==> src/rtl/score_pkg.sv <==
// Shared types and constants for the BCD score keeper: FSM states, glyph codes
// and the object-type to point-value mapping.
package score_pkg;

  typedef enum logic [2:0] {
    IDLE,
    ADD,
    CHECK,
    DRAW,
    GAP,
    DONE
  } state_t;

  localparam logic [4:0] GLYPH_BLANK = 5'd15;

  localparam logic [4:0] OBJ_SMALL_GOLD = 5'd10;
  localparam logic [4:0] OBJ_LARGE_GOLD = 5'd11;
  localparam logic [4:0] OBJ_DIAMOND    = 5'd12;
  localparam logic [4:0] OBJ_ROCK       = 5'd13;
  localparam logic [4:0] OBJ_BONE       = 5'd14;

  // Three BCD digits of points per object; unknown objects score nothing.
  function automatic logic [11:0] obj_points(input logic [4:0] obj);
    case (obj)
      OBJ_SMALL_GOLD: obj_points = 12'h050;
      OBJ_LARGE_GOLD: obj_points = 12'h200;
      OBJ_DIAMOND:    obj_points = 12'h500;
      OBJ_ROCK:       obj_points = 12'h020;
      OBJ_BONE:       obj_points = 12'h010;
      default:        obj_points = 12'h000;
    endcase
  endfunction

endpackage

==> src/rtl/score_bcd_display_add.sv <==
// Single-digit BCD adder with carry; the score keeper reuses one instance
// serially across all digits.
module bcd_digit_add (
  input  logic [3:0] a,
  input  logic [3:0] b,
  input  logic       cin,
  output logic [3:0] sum,
  output logic       cout
);

  logic [4:0] raw;

  always_comb begin
    raw = {1'b0, a} + {1'b0, b} + {4'b0000, cin};
    if (raw > 5'd9) begin
      sum  = 4'(raw - 5'd10);
      cout = 1'b1;
    end else begin
      sum  = raw[3:0];
      cout = 1'b0;
    end
  end

endmodule

==> src/rtl/score_bcd_display.sv <==
// BCD score keeper: digit-serial add with saturation, target compare, and a
// per-digit redraw through the shared draw engine with leading-zero blanking.
module score_bcd_display
  import score_pkg::*;
#(
  parameter int NUM_DIGITS  = 4,
  parameter int DIGIT_X0    = 51,
  parameter int DIGIT_PITCH = 8,
  parameter int DIGIT_Y     = 9
) (
  input  logic                    clk,
  input  logic                    reset,
  input  logic                    clear_score,
  input  logic [4:0]              obj_type,
  input  logic                    start_update,
  input  logic                    redraw_only,
  input  logic [4*NUM_DIGITS-1:0] target_bcd,
  input  logic                    draw_done,
  output logic                    start_draw,
  output logic [8:0]              draw_x,
  output logic [7:0]              draw_y,
  output logic [4:0]              draw_glyph,
  output logic [4*NUM_DIGITS-1:0] score_bcd,
  output logic                    target_met,
  output logic                    overflow,
  output logic                    busy,
  output logic                    update_done
);

  localparam int SW = 4 * NUM_DIGITS;
  localparam int IW = $clog2(NUM_DIGITS);
  localparam logic [IW-1:0] LAST = IW'(NUM_DIGITS - 1);
  localparam logic [SW-1:0] ALL_NINES = {NUM_DIGITS{4'h9}};

  state_t          state, state_nxt;
  logic [IW-1:0]   idx;
  logic [4:0]      obj_q;
  logic            carry;
  logic            clear_pend;
  logic [SW-1:0]   pts_ext;
  logic [SW-1:0]   score_sat;
  logic [3:0]      cur_digit;
  logic [3:0]      pt_digit;
  logic [3:0]      sum_digit;
  logic            sum_carry;
  logic [NUM_DIGITS-1:0] zero_from;
  logic            leave_done;

  assign pts_ext    = SW'(obj_points(obj_q));
  assign cur_digit  = score_bcd[idx*4 +: 4];
  assign pt_digit   = pts_ext[idx*4 +: 4];
  assign score_sat  = carry ? ALL_NINES : score_bcd;
  assign leave_done = !start_update && !redraw_only;

  bcd_digit_add u_add (
    .a    (cur_digit),
    .b    (pt_digit),
    .cin  (carry),
    .sum  (sum_digit),
    .cout (sum_carry)
  );

  // zero_from[i] is set when digit i and every digit above it are zero.
  always_comb begin
    logic run;
    run = 1'b1;
    zero_from = '0;
    for (int i = NUM_DIGITS - 1; i >= 0; i--) begin
      run = run && (score_bcd[i*4 +: 4] == 4'd0);
      zero_from[i] = run;
    end
  end

  always_ff @(posedge clk or posedge reset) begin
    if (reset) state <= IDLE;
    else       state <= state_nxt;
  end

  always_comb begin
    state_nxt   = state;
    start_draw  = 1'b0;
    draw_x      = '0;
    draw_y      = '0;
    draw_glyph  = '0;
    update_done = 1'b0;
    busy        = (state != IDLE);
    case (state)
      IDLE: begin
        if (clear_score)       state_nxt = IDLE;
        else if (start_update) state_nxt = ADD;
        else if (redraw_only)  state_nxt = DRAW;
      end
      ADD:   if (idx == LAST) state_nxt = CHECK;
      CHECK: state_nxt = DRAW;
      DRAW: begin
        start_draw = 1'b1;
        draw_x     = 9'(DIGIT_X0 + (NUM_DIGITS - 1 - int'(idx)) * DIGIT_PITCH);
        draw_y     = 8'(DIGIT_Y);
        draw_glyph = (idx != '0 && zero_from[idx]) ? GLYPH_BLANK : {1'b0, cur_digit};
        if (draw_done) state_nxt = (idx == '0) ? DONE : GAP;
      end
      GAP:  state_nxt = DRAW;
      DONE: begin
        update_done = 1'b1;
        if (leave_done) state_nxt = IDLE;
      end
      default: state_nxt = IDLE;
    endcase
  end

  // A clear seen mid-operation is deferred until the FSM returns to IDLE.
  always_ff @(posedge clk or posedge reset) begin
    if (reset) begin
      score_bcd  <= '0;
      target_met <= 1'b0;
      overflow   <= 1'b0;
      clear_pend <= 1'b0;
      idx        <= '0;
      obj_q      <= '0;
      carry      <= 1'b0;
    end else begin
      if (state != IDLE && clear_score) clear_pend <= 1'b1;
      case (state)
        IDLE: begin
          if (clear_score) begin
            score_bcd  <= '0;
            overflow   <= 1'b0;
            target_met <= 1'b0;
            clear_pend <= 1'b0;
          end else if (start_update) begin
            obj_q <= obj_type;
            idx   <= '0;
            carry <= 1'b0;
          end else if (redraw_only) begin
            idx <= LAST;
          end
        end
        ADD: begin
          score_bcd[idx*4 +: 4] <= sum_digit;
          carry <= sum_carry;
          if (idx != LAST) idx <= idx + IW'(1);
        end
        CHECK: begin
          if (carry) begin
            score_bcd <= ALL_NINES;
            overflow  <= 1'b1;
          end
          target_met <= (score_sat >= target_bcd);
          idx        <= LAST;
        end
        GAP: idx <= idx - IW'(1);
        DONE: begin
          if (leave_done && (clear_pend || clear_score)) begin
            score_bcd  <= '0;
            overflow   <= 1'b0;
            target_met <= 1'b0;
            clear_pend <= 1'b0;
          end
        end
        default: ;
      endcase
    end
  end

endmodule

==> config.mk <==
export PLATFORM = sky130hd
export DESIGN_NAME = score_bcd_display
export DESIGN_NICKNAME = d
export VERILOG_FILES = /design/src/rtl/score_pkg.sv /design/src/rtl/score_bcd_display_add.sv /design/src/rtl/score_bcd_display.sv
export SDC_FILE = /design/constraint.sdc
export NUM_CORES = 1
export LEC_CHECK = 0
export CAP_MARGIN = 15
export CORE_AREA = 4 4 98 100
export CTS_CLUSTER_DIAMETER = 200
export DETAILED_ROUTE_END_ITERATION = 16
export DIE_AREA = 0 0 102 104
export PLACE_DENSITY = 0.58
export SLEW_MARGIN = 20
export SYNTH_ARGS = -nofsm -noshare
export SYNTH_HDL_FRONTEND = slang
export SYNTH_SLANG_ARGS = --single-unit
==> constraint.sdc <==
create_clock -name clk -period 4.9 [get_ports clk]
set_clock_uncertainty 0.05 [all_clocks]
set_input_delay 0.49 -clock clk [delete_from_list [all_inputs] [get_ports clk]]
set_output_delay 0.49 -clock clk [all_outputs]
set_load 0.05 [all_outputs]
# Word-level counts from Yosys, hierarchy flattened
# Index checks and enable logic that the tools add are counted.
[classes] add_sub_neg=8 n_mul=0 div=0 n_lt_le_gt_ge=3 eq_ne=23 shifts=4 mux=41 n_bitwise=1 reduce_logical=30
[op_table] op="16-bit one-hot mux with 4 select lines" n=1
[op_table] op="11-bit one-hot mux with 5 select lines" n=1
[op_table] op="16-bit 2-to-1 mux" n=3
[op_table] op="4-bit negator with 34-bit output" n=1
[op_table] op="4-bit by 34-bit variable shift with 16-bit output, first input constant" n=1
[op_table] op="4-bit by 34-bit variable part select with 16-bit output" n=1
[op_table] op="16-bit by 5-bit variable part select with 4-bit output" n=2
[op_table] op="5-bit by 4-bit == test with 1-bit output, second input constant" n=5
[op_table] op="2-bit inequality test, second input constant" n=10
[op_table] op="3-bit 2-to-1 mux" n=6
[op_table] op="16-bit bitwise mux" n=1
[op_table] op="16-bit greater-or-equal comparator" n=1
[op_table] op="4-bit zero test" n=4
[op_table] op="4-bit 2-to-1 mux" n=4
[op_table] op="3-bit one-hot mux with 5 select lines" n=1
[op_table] op="1-bit 2-to-1 mux" n=13
[op_table] op="3-bit AND reduction" n=4
[op_table] op="4-bit AND reduction" n=3
[op_table] op="9-bit 2-to-1 mux" n=1
[op_table] op="7-bit by 6-bit adder with 8-bit output, first input constant" n=1
[op_table] op="2-bit 2-to-1 mux" n=4
[op_table] op="2-bit one-hot mux with 4 select lines" n=1
[op_table] op="4-bit nonzero test" n=2
[op_table] op="1-bit logical AND" n=7
[op_table] op="other kinds (25)" n=32
[totals] register_bits=30 latch_bits=0 mem_bits_rw=0 romBits=0 output_inout_bits=43 wordCells=118 mem_count=0

# Depth between registers and ports, before layout
[logic_depth] depth_word=10 depth_mapped=16 ltp_nobuf=15

# Hierarchy
# From an unflattened synthesis, not the netlist that was laid out.
[unflattened] cells_unflattened=322 hier_area_um2=2790.2
[by_module_without_submodules] mod="score_bcd_display" n_inst=1 cells_each=300 area_per_inst_um2=2578.7
[by_module_without_submodules] mod="bcd_digit_add" n_inst=1 cells_each=22 area_per_inst_um2=211.5

# Worst setup path before layout
# Ideal clock, no wire load.
[synth_path] path_type="register -> register" from="reg idx[0]" to="reg score_bcd[11]" setup_ns=0.137 arrival_ns=3.343 required_time_ns=4.713 setup_slack_ns=1.370 path_stages_with_launch=11 n_path_buf=1 path_cell_list="dfrtp_1 -> buf_1 -> mux4_2 -> fa_1 -> inv_1 -> fa_1 -> ha_1 -> a32o_1 -> o22a_1 -> o211ai_1 -> o211ai_1"
[synth_via] elab_chain_len=8
[synth_rtl] element="from (decl)" line_no="score_bcd_display.sv:36" source="logic [IW-1:0] idx;"
[synth_rtl] element="from (signal assigned)" line_no="score_bcd_display.sv:141" source="if (idx != LAST) idx <= idx + IW'(1);"
[synth_rtl] element="from (signal assigned)" line_no="score_bcd_display.sv:151" source="GAP: idx <= idx - IW'(1);"
[synth_rtl] element="16-bit by 5-bit variable part select with 4-bit output, on equally long branches" line_no="score_bcd_display.sv:50, score_bcd_display.sv:51"
[synth_rtl] element="4-bit by 4-bit adder with 5-bit output" line_no="score_bcd_display_add.sv:14" source="raw = {1'b0, a} + {1'b0, b} + {4'b0000, cin};"
[synth_rtl] element="5-bit by 1-bit adder with 5-bit output" line_no="score_bcd_display_add.sv:14"
[synth_rtl] element="4-bit subtractor / 5-bit by 4-bit > comparator with 1-bit output (equally long branches)" line_no="score_bcd_display_add.sv:16, score_bcd_display_add.sv:15"
[synth_rtl] element="4-bit 2-to-1 mux" line_no="score_bcd_display_add.sv:15" source="if (raw > 5'd9) begin"
[synth_rtl] element="4-bit by 34-bit variable part select with 16-bit output" line_no="score_bcd_display.sv:139" source="score_bcd[idx*4 +: 4] <= sum_digit;"
[synth_rtl] element="16-bit bitwise mux (*)" line_no="score_bcd_display.sv:139"
[synth_rtl] element="16-bit one-hot mux with 4 select lines (*)" line_no="score_bcd_display.sv:123" source="case (state)"
[synth_rtl] element="to (signal, indexed assignment)" line_no="score_bcd_display.sv:139"
[synth_rtl] element="to (decl)" line_no="score_bcd_display.sv:23" source="output logic [4*NUM_DIGITS-1:0] score_bcd,"
# Mark *: on every way between the ends. The rest lies on a longest branch, timed or not.
# A chain may end at the register's enable or synchronous reset.

# Worst setup path after layout
[layout_path] from="reg idx[0]" to="reg score_bcd[3]"
# The elaborated chain is that of the path after synthesis.

==> flow_metrics.py <==
metrics = {
    "run_status": {
        "status": "finished, final reports clean",
    },
    "clock_tree": {
        "cts.htree.levels": 2,
        "clock_latency_ps": 290,
        "cts_made_buffers": 5,
        "cts_tree": "done",
        "cts-resized-gates": 0,
        "clk_path_buf_depth": 2,
        "cts_sinks": 30,
        "root_buffer": "clkbuf_8",
        "clk_pin_slew_ps": 70,
        "holdBufCountCts": 0,
        "postCtsSetupBuffers": 0,
    },
    "sta": {
        "hold_violations": 0,
        "worst_slew_pin_slew_ps": 636,
        "setup_viol": 0,
        "maxSlewViolCount": 0,
        "fmax_mhz": 228,
        "timing.final.crit_share_pct": 89.4,
        "slew_headroom_pct": 57.3,
        "rsz0062_at_grt": "false",
        "post-route-min-period_ps": 4380,
        "tns_ps": 0,
    },
    "die": {
        "start_util_pct": 31.6,
        "die_h_um": 104,
        "die_area_um2": 10600,
        "die_x_um": 102,
        "core_um2": 8680,
        "ios": 70,
        "row_count": 34,
    },
    "min_path": {
        "hold_depth": 1,
        "hold_class": "reg -> reg",
    },
    "cells_and_area": {
        "final_cell_mix": "clkdlybuf4s50_1 (59), o21ai_0 (37), nor2_1 (34)",
        "layout_commonest_cell": "clkdlybuf4s50_1",
        "finalNetCount": 440,
        "drive_above_1_share_pct": 7.51,
        "area_growth_pct": 25.6,
        "final_util_pct": 39.7,
        "num_antenna_cells": 0,
    },
    "setup_path": {
        "cp_max_fo": 15,
        "path_buf_inv": 2,
        "critPathMaxStageDelay_ps": 700,
        "cp_slowest_cell": "dfrtp_1",
        "timing_worst_setup_path_type": "reg -> reg",
        "path_delay_family": "compound AO/OA/AOI/OAI gates",
        "start_kind": "register",
        "r2r_cells": 15,
        "end_kind": "register",
        "required_ps": 5010,
        "path_depth": 15,
        "arrival_ps": 4490,
        "crit_chain": "clkinv_1, nor2_1, nand2_1, a21oi_1, fa_1, inv_1, fa_1, xor2_1, ha_1, nand2_1, a32oi_1, nor2_1, o22a_1, o211ai_1, o211ai_1",
    },
    "global_route": {
        "antenna_found_initial": 0,
        "grt_max_degree": 31,
        "grt_pass1_wl_mm": 12.6,
        "grt_pass1_vias": 2576,
        "track_usage_pct": 14.6,
        "grt_overflow_total": 0,
    },
    "power": {
        "clkPwrFrac_pct": 14.0,
        "p_leak_nw": 1.58,
        "p_switching_w": 0.000807,
        "combPwrFrac_pct": 60.0,
        "ir_drop_mv": 0.588,
        "power_frac_seq_pct": 26.0,
        "p_sw_share_pct": 52.4,
        "power.internal_w": 0.000732,
        "powerDensity_nw_per_um2": 447,
    },
    "synthesis": {
        "synth_area_um2": 2740,
        "ys_ff_latch": 30,
        "avgSynthCellArea_um2": 8.16,
        "ys_async_sr_fraction_pct": 100,
        "synth_cell_types": 55,
        "synth_flop_cell": "dfrtp_1",
        "ys_warn_count": 0,
        "synth-seq-area-share_pct": 27.4,
        "synth_edf_count": 0,
        "synthCells": 336,
    },
    "flow_run": {
        "cap_violations": 0,
    },
    "routing": {
        "drtAntennaViolNets": 0,
        "dr.pass1.iters": 4,
        "drt-wirelength-per-cell_um": 15.4,
        "wirelength_mm": 7.62,
        "viasPerCell": 5.36,
        "dr.first_iter.drc_count": 188,
        "routed-via-count": 2648,
        "drc": 0,
    },
    "placement": {
        "dp_hpwl_mm": 5.89,
        "numPortBuffers": 59,
        "place.gp.congestion": 0.926,
    },
}
==> sequential cells by signal (all words and copies together), names as in the netlist <==
| name | count |
|---|---|
| score_bcd | 16 |
| obj_q | 5 |
| clear_pend | 1 |
| target_met | 1 |
| idx | 2 |
| state | 3 |
| carry | 1 |
| overflow | 1 |
==> synthesized netlist by cell type (all sizes together) (2+ instances only) <==
cell,number,share of area (%)
nor4b,3,0.96
nor2,34,4.7
buf,18,4.6
nand3b,2,0.55
nand2,19,2.6
nand3,5,1.1
nand4,4,0.91
fa,2,1.5
a32o,2,0.73
nor4,3,0.68
or2,8,1.8
o21ai,45,8.2
a21oi,20,3.8
nor3b,2,0.55
nor3,7,1.3
o211ai,5,1.4
dfrtp,30,27
a211oi,2,0.55
ha,26,12
a21o,5,1.4
o32a,2,0.73
clkbuf,9,1.2
or3,2,0.46
nor2b,14,3.2
nand2b,5,1.1
a2111oi,2,0.87
o22a,2,0.64
inv,27,3.7
o22ai,4,0.91
mux2,6,2.5
mux4,4,3.3
==> cell type report <==
cell class | instances | area [um2]
clock buffers | 6 | 82.6
clock inverters | 2 | 12.5
fillers | 904 | 5230
inverters | 28 | 105
multi-input cells | 260 | 1760
flip-flops and latches | 30 | 751
well taps | 108 | 135
repair buffers | 60 | 598
==> final timing paths <==
path	from	endpoint	slack, ps
min reg2reg	obj_q[3]	obj_q[3]	450
max	idx[0]	score_bcd[3]	520
min	obj_q[3]	obj_q[3]	450
min in group asynchronous	reset	clear_pend	530
max reg2reg	idx[0]	score_bcd[3]	520
max in group asynchronous	reset	obj_q[1]	3980
==> stage by stage <==
| stage | std cells | hold WS, ps | total power (W) | instance area, um2 | setup WS, ps |
|---|---|---|---|---|---|
| finish | 494 | 449 | 0.00154 | 3440 | 522 |
| global placement | 486 | 430 | 0.00132 | 3350 | 778 |
| global route | 494 | 483 | 0.00165 | 3440 | 166 |
| CTS | 494 | 452 | 0.00155 | 3440 | 547 |
| detailed placement | 486 | 437 | 0.00132 | 3350 | 617 |
| floorplan | 345 | 421 | 0.00110 | 2780 | 1370 |
==> power groups by stage <==
stage	Sequential, W	Clock, W	Combinational (W)
CTS	0.000399	0.000221	0.000926
global placement	0.000402	0	0.000916
detailed placement	0.000405	0	0.000916
global route	0.000418	0.000235	0.00100
finish	0.000400	0.000215	0.000924
floorplan	0.000330	0	0.000767
==> per-layer routing <==
| layer | vias up | track usage, % | wire length (um) | share of wire [%] |
|---|---|---|---|---|
| met5 | - | 0 | 0 | 0 |
| met4 | 0 | 4.78 | 150 | 2.0 |
| met3 | 14 | 2.21 | 407 | 5.3 |
| met2 | 85 | 23.6 | 3580 | 47 |
| met1 | 1279 | 19.7 | 3480 | 46 |
| li1 | 1270 | - | - | - |
==> cells by family after synthesis <==
logic type	synth area share, %
other cells	0.137
flops	27.4
buf+inv	9.67
mux	5.75
compound gates	22.9
xor+xnor	0.639
fa+ha+maj	13.3
simple gates	20.2
(Power assumes the default switching activity.)
